$ cat src/rtl/decode_stage_mp_pkg.sv
// Shared decode definitions for decode_stage_mp: opcode and ALU enums, the
// control bundle carried to execute, register-count constants, and the
// control-unit / immediate-generator / operand-use helper functions.
// No ports (package).
package decode_stage_mp_pkg;

  localparam int NREGS_I = 32;  // RV32I register count
  localparam int NREGS_E = 16;  // RV32E register count

  typedef enum logic [6:0] {
    OPC_LUI    = 7'h37,
    OPC_AUIPC  = 7'h17,
    OPC_JAL    = 7'h6F,
    OPC_JALR   = 7'h67,
    OPC_BRANCH = 7'h63,
    OPC_LOAD   = 7'h03,
    OPC_STORE  = 7'h23,
    OPC_OP_IMM = 7'h13,
    OPC_OP     = 7'h33
  } opcode_t;

  localparam opcode_t LOAD_OPC = OPC_LOAD;

  typedef enum logic [3:0] {
    ALU_ADD, ALU_SUB, ALU_SLL, ALU_SLT, ALU_SLTU,
    ALU_XOR, ALU_SRL, ALU_SRA, ALU_OR, ALU_AND, ALU_PASS_B
  } alu_op_t;

  typedef struct packed {
    logic    reg_write;
    logic    mem_write;
    alu_op_t alu_control;
    logic    alu_src;     // B operand is the immediate
    logic    alu_src_a;   // A operand is the PC
    logic    mem_to_reg;
    logic    branch;
    logic    jump;
    logic    jalr;
  } ctrl_t;

  function automatic logic opcode_known(opcode_t opc);
    logic k;
    case (opc)
      OPC_LUI, OPC_AUIPC, OPC_JAL, OPC_JALR, OPC_BRANCH,
      OPC_LOAD, OPC_STORE, OPC_OP_IMM, OPC_OP: k = 1'b1;
      default: k = 1'b0;
    endcase
    return k;
  endfunction

  // U and J types read no source registers.
  function automatic logic reads_rs1(opcode_t opc);
    return (opc == OPC_JALR) || (opc == OPC_BRANCH) || (opc == OPC_LOAD) ||
           (opc == OPC_STORE) || (opc == OPC_OP_IMM) || (opc == OPC_OP);
  endfunction

  function automatic logic reads_rs2(opcode_t opc);
    return (opc == OPC_BRANCH) || (opc == OPC_STORE) || (opc == OPC_OP);
  endfunction

  function automatic logic idx_ok(logic [4:0] idx, int nregs);
    return int'(idx) < nregs;
  endfunction

  // SUB only exists for register-register ops; SRA/SRAI share funct7[5].
  function automatic alu_op_t alu_decode(logic [2:0] f3, logic f7b5, logic is_reg);
    alu_op_t a;
    case (f3)
      3'b000:  a = (is_reg && f7b5) ? ALU_SUB : ALU_ADD;
      3'b001:  a = ALU_SLL;
      3'b010:  a = ALU_SLT;
      3'b011:  a = ALU_SLTU;
      3'b100:  a = ALU_XOR;
      3'b101:  a = f7b5 ? ALU_SRA : ALU_SRL;
      3'b110:  a = ALU_OR;
      default: a = ALU_AND;
    endcase
    return a;
  endfunction

  function automatic ctrl_t control_unit(opcode_t opc, logic [2:0] f3, logic f7b5);
    ctrl_t c;
    c = '0;
    c.alu_control = ALU_ADD;
    case (opc)
      OPC_OP: begin
        c.reg_write   = 1'b1;
        c.alu_control = alu_decode(f3, f7b5, 1'b1);
      end
      OPC_OP_IMM: begin
        c.reg_write   = 1'b1;
        c.alu_src     = 1'b1;
        c.alu_control = alu_decode(f3, f7b5, 1'b0);
      end
      OPC_LOAD: begin
        c.reg_write  = 1'b1;
        c.alu_src    = 1'b1;
        c.mem_to_reg = 1'b1;
      end
      OPC_STORE: begin
        c.mem_write = 1'b1;
        c.alu_src   = 1'b1;
      end
      OPC_BRANCH: begin
        c.branch      = 1'b1;
        c.alu_control = ALU_SUB;
      end
      OPC_JAL: begin
        c.reg_write = 1'b1;
        c.jump      = 1'b1;
        c.alu_src   = 1'b1;
        c.alu_src_a = 1'b1;
      end
      OPC_JALR: begin
        c.reg_write = 1'b1;
        c.jump      = 1'b1;
        c.jalr      = 1'b1;
        c.alu_src   = 1'b1;
      end
      OPC_LUI: begin
        c.reg_write   = 1'b1;
        c.alu_src     = 1'b1;
        c.alu_control = ALU_PASS_B;
      end
      OPC_AUIPC: begin
        c.reg_write = 1'b1;
        c.alu_src   = 1'b1;
        c.alu_src_a = 1'b1;
      end
      default: c = '0;
    endcase
    return c;
  endfunction

  function automatic logic [31:0] imm_gen(opcode_t opc, logic [31:7] ib);
    logic [31:0] v;
    case (opc)
      OPC_LOAD, OPC_OP_IMM, OPC_JALR: v = {{20{ib[31]}}, ib[31:20]};
      OPC_STORE:  v = {{20{ib[31]}}, ib[31:25], ib[11:7]};
      OPC_BRANCH: v = {{19{ib[31]}}, ib[31], ib[7], ib[30:25], ib[11:8], 1'b0};
      OPC_LUI, OPC_AUIPC: v = {ib[31:12], 12'b0};
      OPC_JAL:    v = {{11{ib[31]}}, ib[31], ib[19:12], ib[20], ib[30:21], 1'b0};
      default:    v = '0;
    endcase
    return v;
  endfunction

endpackage

$ cat src/rtl/decode_stage_mp_if.sv
// Bundle of every decode-stage signal except clk/rst.
//   master : the surrounding pipeline (IF/ID producer, writeback, execute)
//   slave  : decode_stage_mp
// Handshakes (IF/ID in_* and ID/EX out_*): a transfer happens on a rising
// clock edge where valid && ready; the producer keeps valid and payload
// stable until that edge, and ready may depend combinationally on valid.
// pending is a read-only view of the load scoreboard (bit i = xi awaited).
interface decode_stage_mp_if
  import decode_stage_mp_pkg::*;
#(
  parameter int XLEN = 32,
  parameter int NWB  = 1
);
  logic                in_valid;
  logic                in_ready;
  logic [31:0]         in_instr;
  logic [XLEN-1:0]     in_pc;
  logic [NWB-1:0]      wb_we;
  logic [NWB*5-1:0]    wb_rd;
  logic [NWB*XLEN-1:0] wb_data;
  logic                flush;
  logic                out_valid;
  logic                out_ready;
  logic [XLEN-1:0]     out_pc;
  logic [XLEN-1:0]     out_rs1_data;
  logic [XLEN-1:0]     out_rs2_data;
  logic [XLEN-1:0]     out_imm;
  logic [4:0]          out_rs1;
  logic [4:0]          out_rs2;
  logic [4:0]          out_rd;
  opcode_t             out_opcode;
  logic [2:0]          out_funct3;
  logic [6:0]          out_funct7;
  ctrl_t               out_ctrl;
  logic                out_illegal;
  logic [31:0]         pending;

  modport master (
    output in_valid, in_instr, in_pc, wb_we, wb_rd, wb_data, flush, out_ready,
    input  in_ready, out_valid, out_pc, out_rs1_data, out_rs2_data, out_imm,
           out_rs1, out_rs2, out_rd, out_opcode, out_funct3, out_funct7,
           out_ctrl, out_illegal, pending
  );

  modport slave (
    input  in_valid, in_instr, in_pc, wb_we, wb_rd, wb_data, flush, out_ready,
    output in_ready, out_valid, out_pc, out_rs1_data, out_rs2_data, out_imm,
           out_rs1, out_rs2, out_rd, out_opcode, out_funct3, out_funct7,
           out_ctrl, out_illegal, pending
  );
endinterface

$ cat src/rtl/decode_stage_mp_regfile.sv
// Multi-write-port register file (regfile_mp role) for decode_stage_mp.
// Ports: clk, rst (async, active-high); ra1/ra2 read indices, rd1/rd2
// combinational read data; we/wa/wd: NWB packed write ports.
// x0 reads 0 and ignores writes; indices >= NREGS read 0 and are not written.
// When two ports hit the same register the higher port index wins; with
// BYPASS != 0 a read of a register written this cycle returns that data.
module decode_stage_mp_regfile #(
  parameter int XLEN   = 32,
  parameter int NREGS  = 32,
  parameter int NWB    = 1,
  parameter int BYPASS = 1
) (
  input  logic                clk,
  input  logic                rst,
  input  logic [4:0]          ra1,
  input  logic [4:0]          ra2,
  output logic [XLEN-1:0]     rd1,
  output logic [XLEN-1:0]     rd2,
  input  logic [NWB-1:0]      we,
  input  logic [NWB*5-1:0]    wa,
  input  logic [NWB*XLEN-1:0] wd
);
  localparam int AW = $clog2(NREGS);

  logic [XLEN-1:0]  regs_q   [NREGS];
  logic [NREGS-1:0] hit;
  logic [XLEN-1:0]  hit_data [NREGS];
  logic [AW-1:0]    i1, i2;

  // Resolve the write ports per register; later ports overwrite earlier ones.
  always_comb begin
    for (int r = 0; r < NREGS; r++) begin
      hit[r]      = 1'b0;
      hit_data[r] = '0;
      for (int p = 0; p < NWB; p++) begin
        if (r != 0 && we[p] && wa[p*5 +: 5] == 5'(r)) begin
          hit[r]      = 1'b1;
          hit_data[r] = wd[p*XLEN +: XLEN];
        end
      end
    end
  end

  always_comb begin
    i1  = ra1[AW-1:0];
    i2  = ra2[AW-1:0];
    rd1 = '0;
    rd2 = '0;
    if (int'(ra1) < NREGS) rd1 = (BYPASS != 0 && hit[i1]) ? hit_data[i1] : regs_q[i1];
    if (int'(ra2) < NREGS) rd2 = (BYPASS != 0 && hit[i2]) ? hit_data[i2] : regs_q[i2];
  end

  always_ff @(posedge clk or posedge rst) begin
    if (rst) begin
      for (int r = 0; r < NREGS; r++) regs_q[r] <= '0;
    end else begin
      for (int r = 0; r < NREGS; r++) begin
        if (hit[r]) regs_q[r] <= hit_data[r];
      end
    end
  end
endmodule

$ cat src/rtl/decode_stage_mp.sv
// RV32I/RV32E decode stage with a registered ID/EX slot, a multi-port
// register file and a load scoreboard that stalls load-use consumers.
// Ports: clk, rst (async, active-high); bus (decode_stage_mp_if.slave):
// IF/ID in_* handshake, wb_* writeback ports, flush, ID/EX out_* handshake
// and decode results, pending scoreboard view.
module decode_stage_mp
  import decode_stage_mp_pkg::*;
#(
  parameter int XLEN   = 32,
  parameter int NREGS  = NREGS_I,
  parameter int NWB    = 1,
  parameter int BYPASS = 1
) (
  input logic              clk,
  input logic              rst,
  decode_stage_mp_if.slave bus
);
  // Scoreboard bits that exist: x1..x(NREGS-1).
  localparam logic [31:0] REG_MASK =
    ((NREGS >= 32) ? 32'hFFFF_FFFF : ((32'd1 << NREGS) - 32'd1)) & ~32'd1;

  logic [31:0]     instr;
  opcode_t         opc;
  logic [4:0]      rs1, rs2, rd;
  logic [2:0]      f3;
  logic [6:0]      f7;
  logic            use_rs1, use_rs2, idx_bad, illegal, is_load;
  ctrl_t           ctrl_raw, ctrl;
  logic [XLEN-1:0] imm, rs1_data, rs2_data;
  logic [31:0]     pending_q, pending_d, wb_clr, pend_view, set_mask, retract_mask;
  logic            hazard, ready, take;

  always_comb begin
    instr    = bus.in_instr;
    opc      = opcode_t'(instr[6:0]);
    rd       = instr[11:7];
    f3       = instr[14:12];
    rs1      = instr[19:15];
    rs2      = instr[24:20];
    f7       = instr[31:25];
    use_rs1  = reads_rs1(opc);
    use_rs2  = reads_rs2(opc);
    ctrl_raw = control_unit(opc, f3, f7[5]);
    // Only indices the instruction actually uses can make it illegal.
    idx_bad  = (use_rs1 && !idx_ok(rs1, NREGS)) || (use_rs2 && !idx_ok(rs2, NREGS)) ||
               (ctrl_raw.reg_write && !idx_ok(rd, NREGS));
    illegal  = !opcode_known(opc) || idx_bad;
    ctrl     = illegal ? '0 : ctrl_raw;
    is_load  = (opc == LOAD_OPC) && !illegal;
    imm      = XLEN'($signed(imm_gen(opc, instr[31:7])));
  end

  decode_stage_mp_regfile #(
    .XLEN(XLEN), .NREGS(NREGS), .NWB(NWB), .BYPASS(BYPASS)
  ) u_rf (
    .clk (clk),
    .rst (rst),
    .ra1 (rs1),
    .ra2 (rs2),
    .rd1 (rs1_data),
    .rd2 (rs2_data),
    .we  (bus.wb_we),
    .wa  (bus.wb_rd),
    .wd  (bus.wb_data)
  );

  always_comb begin
    wb_clr = '0;
    for (int p = 0; p < NWB; p++) begin
      if (bus.wb_we[p]) wb_clr[bus.wb_rd[p*5 +: 5]] = 1'b1;
    end
    wb_clr = wb_clr & REG_MASK;

    // With bypass the arriving load data is forwarded, so its clear releases
    // the consumer in the same cycle; without bypass it waits one more cycle.
    pend_view = (BYPASS != 0) ? (pending_q & ~wb_clr) : pending_q;
    hazard    = bus.in_valid && ((use_rs1 && pend_view[rs1]) || (use_rs2 && pend_view[rs2]));
    ready     = (!bus.out_valid || bus.out_ready) && !hazard;
    // An accept coinciding with flush is wrong-path and is dropped.
    take      = bus.in_valid && ready && !bus.flush;

    set_mask = '0;
    if (take && is_load) set_mask[rd] = 1'b1;
    set_mask = set_mask & REG_MASK;

    // A killed slot load will never write back, so forget its pending bit.
    retract_mask = '0;
    if (bus.flush && bus.out_valid && bus.out_opcode == LOAD_OPC && !bus.out_illegal)
      retract_mask[bus.out_rd] = 1'b1;

    // Set is applied last so it wins over a same-cycle clear.
    pending_d = ((pending_q & ~wb_clr & ~retract_mask) | set_mask) & REG_MASK;
  end

  assign bus.in_ready = ready;
  assign bus.pending  = pending_q;

  always_ff @(posedge clk or posedge rst) begin
    if (rst) begin
      pending_q        <= '0;
      bus.out_valid    <= 1'b0;
      bus.out_pc       <= '0;
      bus.out_rs1_data <= '0;
      bus.out_rs2_data <= '0;
      bus.out_imm      <= '0;
      bus.out_rs1      <= '0;
      bus.out_rs2      <= '0;
      bus.out_rd       <= '0;
      bus.out_opcode   <= opcode_t'(7'd0);
      bus.out_funct3   <= '0;
      bus.out_funct7   <= '0;
      bus.out_ctrl     <= '0;
      bus.out_illegal  <= 1'b0;
    end else begin
      pending_q <= pending_d;
      if (bus.flush) begin
        bus.out_valid <= 1'b0;
      end else if (take) begin
        bus.out_valid    <= 1'b1;
        bus.out_pc       <= bus.in_pc;
        bus.out_rs1_data <= rs1_data;
        bus.out_rs2_data <= rs2_data;
        bus.out_imm      <= imm;
        bus.out_rs1      <= rs1;
        bus.out_rs2      <= rs2;
        bus.out_rd       <= rd;
        bus.out_opcode   <= opc;
        bus.out_funct3   <= f3;
        bus.out_funct7   <= f7;
        bus.out_ctrl     <= ctrl;
        bus.out_illegal  <= illegal;
      end else if (bus.out_ready) begin
        bus.out_valid <= 1'b0;
      end
    end
  end
endmodule

$ cat src/flat_wrapper.sv
// flat-port wrapper written by rule: the top's interface ports become plain ports
module decode_stage_mp_flat import decode_stage_mp_pkg::*;
#(
  parameter int XLEN   = 32,
  parameter int NREGS  = NREGS_I,
  parameter int NWB    = 1,
  parameter int BYPASS = 1
)
  (clk, rst, bus_in_valid, bus_in_instr, bus_in_pc, bus_wb_we, bus_wb_rd, bus_wb_data, bus_flush, bus_out_ready, bus_in_ready, bus_out_valid, bus_out_pc, bus_out_rs1_data, bus_out_rs2_data, bus_out_imm, bus_out_rs1, bus_out_rs2, bus_out_rd, bus_out_opcode, bus_out_funct3, bus_out_funct7, bus_out_ctrl, bus_out_illegal, bus_pending);
  decode_stage_mp_if #(.XLEN(XLEN), .NWB(NWB)) bus_i ();
  input logic clk;
  input logic rst;
  input wire logic [$bits(bus_i.in_valid)-1:0] bus_in_valid;
  input wire logic [$bits(bus_i.in_instr)-1:0] bus_in_instr;
  input wire logic [$bits(bus_i.in_pc)-1:0] bus_in_pc;
  input wire logic [$bits(bus_i.wb_we)-1:0] bus_wb_we;
  input wire logic [$bits(bus_i.wb_rd)-1:0] bus_wb_rd;
  input wire logic [$bits(bus_i.wb_data)-1:0] bus_wb_data;
  input wire logic [$bits(bus_i.flush)-1:0] bus_flush;
  input wire logic [$bits(bus_i.out_ready)-1:0] bus_out_ready;
  output wire logic [$bits(bus_i.in_ready)-1:0] bus_in_ready;
  output wire logic [$bits(bus_i.out_valid)-1:0] bus_out_valid;
  output wire logic [$bits(bus_i.out_pc)-1:0] bus_out_pc;
  output wire logic [$bits(bus_i.out_rs1_data)-1:0] bus_out_rs1_data;
  output wire logic [$bits(bus_i.out_rs2_data)-1:0] bus_out_rs2_data;
  output wire logic [$bits(bus_i.out_imm)-1:0] bus_out_imm;
  output wire logic [$bits(bus_i.out_rs1)-1:0] bus_out_rs1;
  output wire logic [$bits(bus_i.out_rs2)-1:0] bus_out_rs2;
  output wire logic [$bits(bus_i.out_rd)-1:0] bus_out_rd;
  output wire logic [$bits(bus_i.out_opcode)-1:0] bus_out_opcode;
  output wire logic [$bits(bus_i.out_funct3)-1:0] bus_out_funct3;
  output wire logic [$bits(bus_i.out_funct7)-1:0] bus_out_funct7;
  output wire logic [$bits(bus_i.out_ctrl)-1:0] bus_out_ctrl;
  output wire logic [$bits(bus_i.out_illegal)-1:0] bus_out_illegal;
  output wire logic [$bits(bus_i.pending)-1:0] bus_pending;
  assign bus_i.in_valid = bus_in_valid;
  assign bus_i.in_instr = bus_in_instr;
  assign bus_i.in_pc = bus_in_pc;
  assign bus_i.wb_we = bus_wb_we;
  assign bus_i.wb_rd = bus_wb_rd;
  assign bus_i.wb_data = bus_wb_data;
  assign bus_i.flush = bus_flush;
  assign bus_i.out_ready = bus_out_ready;
  assign bus_in_ready = bus_i.in_ready;
  assign bus_out_valid = bus_i.out_valid;
  assign bus_out_pc = bus_i.out_pc;
  assign bus_out_rs1_data = bus_i.out_rs1_data;
  assign bus_out_rs2_data = bus_i.out_rs2_data;
  assign bus_out_imm = bus_i.out_imm;
  assign bus_out_rs1 = bus_i.out_rs1;
  assign bus_out_rs2 = bus_i.out_rs2;
  assign bus_out_rd = bus_i.out_rd;
  assign bus_out_opcode = bus_i.out_opcode;
  assign bus_out_funct3 = bus_i.out_funct3;
  assign bus_out_funct7 = bus_i.out_funct7;
  assign bus_out_ctrl = bus_i.out_ctrl;
  assign bus_out_illegal = bus_i.out_illegal;
  assign bus_pending = bus_i.pending;
  decode_stage_mp #(.XLEN(XLEN), .NREGS(NREGS), .NWB(NWB), .BYPASS(BYPASS)) u_core (.clk(clk), .rst(rst), .bus(bus_i));
endmodule
$ cat config.mk
export PLATFORM = sky130hd
export DESIGN_NAME = decode_stage_mp_flat
export DESIGN_NICKNAME = d
export VERILOG_FILES = /design/src/rtl/decode_stage_mp_pkg.sv /design/src/rtl/decode_stage_mp_if.sv /design/src/rtl/decode_stage_mp_regfile.sv /design/src/rtl/decode_stage_mp.sv /design/src/flat_wrapper.sv
export SDC_FILE = /design/constraint.sdc
export NUM_CORES = 2
export LEC_CHECK = 0
export BUFFER_PORTS_ARGS = -buffer_cell sky130_fd_sc_hd__buf_4
export CAP_MARGIN = 25
export CORE_MARGIN = 10
export CORE_UTILIZATION = 50
export DETAILED_ROUTE_END_ITERATION = 12
export PLACE_DENSITY_LB_ADDON = 0.1
export SKIP_LAST_GASP = 1
export SLEW_MARGIN = 25
export SYNTH_ARGS = -nofsm -noshare
export SYNTH_HDL_FRONTEND = slang
export SYNTH_SLANG_ARGS = --single-unit
$ cat constraint.sdc
create_clock -name clk -period 51.4 [get_ports clk]
set_input_delay 7.71 -clock clk [delete_from_list [all_inputs] [get_ports clk]]
set_output_delay 7.71 -clock clk [all_outputs]
set_load 0.05 [all_outputs]
==> metrics <==
post-synthesis net count=5,104; Antenna Violating Nets Remaining=0; Final Skew=28.6 ps; first-pass GRT wire length=326,000 um; Post-layout nets=5,135; Max Cap Viol=0; endpoint arrival time on the critical path=10,880 ps; Setup crit start=bus_wb_rd[3]; CTS Buffer Depth=3; count leader, synth=dfrtp_1; top-area cell type share of the netlist area=46.4%; Max VDD drop=0.0000311 V; number of buffers created by CTS=135; Final Hold Fails=0; GRT Total Usage=30.9%; ys flop type=dfrtp_1; total die area=0.144 mm2; clock sink total=1,197; RR Endpoint=u_core.bus.out_rs2_data[20]; postcts setup bufs=0; CP Capture Type=primary output; worst skew pair latency=780 ps; Worst R2R Setup Slack=46,890 ps; largest net degree at the start of global routing=165; Yosys cell types=85; flops & latches, synth=1,197; number of synthesized flops with an enable pin=0; CTS tree=yes; sequential share of the synthesized area=46.4%; Hold WC Path Type=reg2reg; Area contributors post-synth=dfrtp_1 46%, mux4_2 20%, mux2_2 12%, nand2_1 4.3%, o21ai_0 2.6%; capture point of the critical path=bus_in_ready; Final Non-Filler Cells=6,792; Post-CTS Hold Fix Bufs=0; CTS HTree Levels=4; fmax=53.8 MHz; Setup TNS=0 ps; drt wl/cell=32.9 um; Hold WS=491 ps; pwr dens=40.1 mW/mm2; Tmin final=18,590 ps; Leakage=0.0316 uW; vias per cell=6.68; IO Count=314; vias in the first global route=45,600; Post-Place Cells=6,553; worst-margin pin slew=1130 ps; fraction of layout cells with a size suffix above 1=38.3%; crit start category=primary input; Area Growth Syn to Fin=12.3%; Mapped Cells=4,997; Core ar.=0.128 mm2; Min-Delay Path Depth=1; DRC Markers=0; max-slew violations=0; worst r2r path cells=10; root buffer cell=clkbuf_16; YS warnings=0; worst rel slew slack=25.0%; initial antenna violation count=12; register area=0.0300 mm2; Die H=379 um; hpwl dp=130,000 um; RSZ-0062 raised after global routing=no; total global routing overflow=0; status=finished, final reports clean; syn_area_per_cell=12.9 um2; final worst-path cycle share=36.2%; synthesized cell area=0.0645 mm2; via count=45,400; Synth area leader=dfrtp_1; drt total wl=223,000 um; fillcell total=10,500; row cnt=131; routability cong.=0.943; Post-synth ARST share=100%; Req. time, crit path=43,690 ps; I/O Buffers=312; Reg2Reg Launch Point=u_core.bus.pending[27]; CTS resizes=0; initial drt markers=5,224; top post-synthesis cells by count=1,197 x dfrtp_1, 732 x nand2_1, 705 x mux2_2; Initial Util=50.5%; Die X=379 um; Crit Path Category=in2out; Final setup viols=0; Max FO, Critical Path=33; clock-pin slew on the worst setup and hold paths=50 ps; Detailed Routing Iterations Pass 1=5; multi-input logic area=0.0326 mm2
## flip-flops by register name, summed over array words and instances, names as in the netlist
name                     count
u_core.bus.out_rs1_data     32
u_core.bus.out_valid         1
u_core.bus.out_rs2_data     32
u_core.bus.out_rd            5
u_core.bus.out_pc           32
u_core.bus.out_opcode        7
u_core.u_rf.regs_q         992
u_core.bus.out_funct3        3
u_core.bus.pending          31
u_core.bus.out_funct7        7
u_core.bus.out_rs2           5
u_core.bus.out_ctrl         12
u_core.bus.out_illegal       1
u_core.bus.out_imm          32
u_core.bus.out_rs1           5
## cells by family (layout without fill, tap and decap cells)
group,Yosys count,in the layout,share of synthesized area [%]
multiplexers,1559,1559,37.1
flip-flops,1197,1197,46.4
AND/OR/NAND/NOR,987,987,6.50
AO/OA/AOI/OAI,678,678,6.34
buffers and inverters,562,694,3.46
XOR/XNOR,13,13,0.176
other,1,2,0.00581
## cells in the final DEF (no fill, tap or decap), drive strengths merged, types with 11 or more instances in the layout
cell type	netlist	layout
clkbuf	345	214
nand2b	14	14
nor4	13	13
nor2	81	81
o41ai	36	36
a31oi	16	16
o21bai	11	11
o21ai	380	380
nand2	732	732
dfrtp	1197	1197
a21oi	82	82
mux2i	140	140
clkinv	1	20
nor3	17	17
inv	48	51
o22ai	17	17
mux4	581	581
nand4	15	15
nand3	34	34
o211ai	23	23
buf	168	407
mux2	838	838
## critical path, cell delays in order
cell and delay [ps]:
buf_4 260, nand4_1 770, nor2_4 290, buf_4 660, nand3b_1 200, nand4_1 130, nand4_1 170, a31oi_2 110
buf_4 230, nor2_1 120, buf_4 200
## how the worst min path moves through the flow
stage | start | to
2_1_floorplan | u_core.u_rf.regs_q[157] | u_core.u_rf.regs_q[157]
3_3_place_gp | u_core.u_rf.regs_q[130] | u_core.u_rf.regs_q[130]
3_5_place_dp | u_core.u_rf.regs_q[136] | u_core.u_rf.regs_q[136]
4_1_cts | u_core.u_rf.regs_q[136] | u_core.u_rf.regs_q[136]
5_1_grt | u_core.bus.out_pc[4] | u_core.bus.out_pc[4]
6_report | u_core.bus.out_funct7[0] | u_core.bus.out_funct7[0]
## where the power goes
| part | internal (uW) | total [uW] | switching (uW) |
|---|---|---|---|
| Sequential | 1120 | 1250 | 126 |
| Combinational | 339 | 692 | 353 |
| Clock | 560 | 962 | 403 |
| Total | 2020 | 2900 | 882 |
## stage by stage
step | cell area [um2] | setup slack [ps] | utilization [%] | total power [uW]
2_1_floorplan | 64500 | 9970 | - | 1740
3_3_place_gp | 68000 | 32780 | 53.2 | 1930
3_5_place_dp | 68100 | 32870 | 53.2 | 1950
4_1_cts | 72400 | 32870 | 56.6 | 2920
5_1_grt | 72400 | 32700 | 56.7 | 3020
6_report | 72400 | 32810 | 56.7 | 2900
## area by class of cell
type | instances | area share [%]
Sequential cell | 1197 | 41.3
Inverter | 49 | 0.273
Timing Repair Buffer | 407 | 4.47
Tap cell | 1662 | 2.87
Antenna cell | 1 | 0.00345
Clock inverter | 24 | 0.318
Clock buffer | 214 | 5.69
Multi-Input combinational cell | 3238 | 45.0
## routing by layer
layer	GRT usage, %	up-vias	wire length [um]
met2	47.5	2189	102000
met5	0	-	71
met3	7.18	504	20100
li1	-	18700	-
met4	11.9	10	8820
met1	42.8	24000	92300
Note: power is estimated with default switching activity, not from simulation.
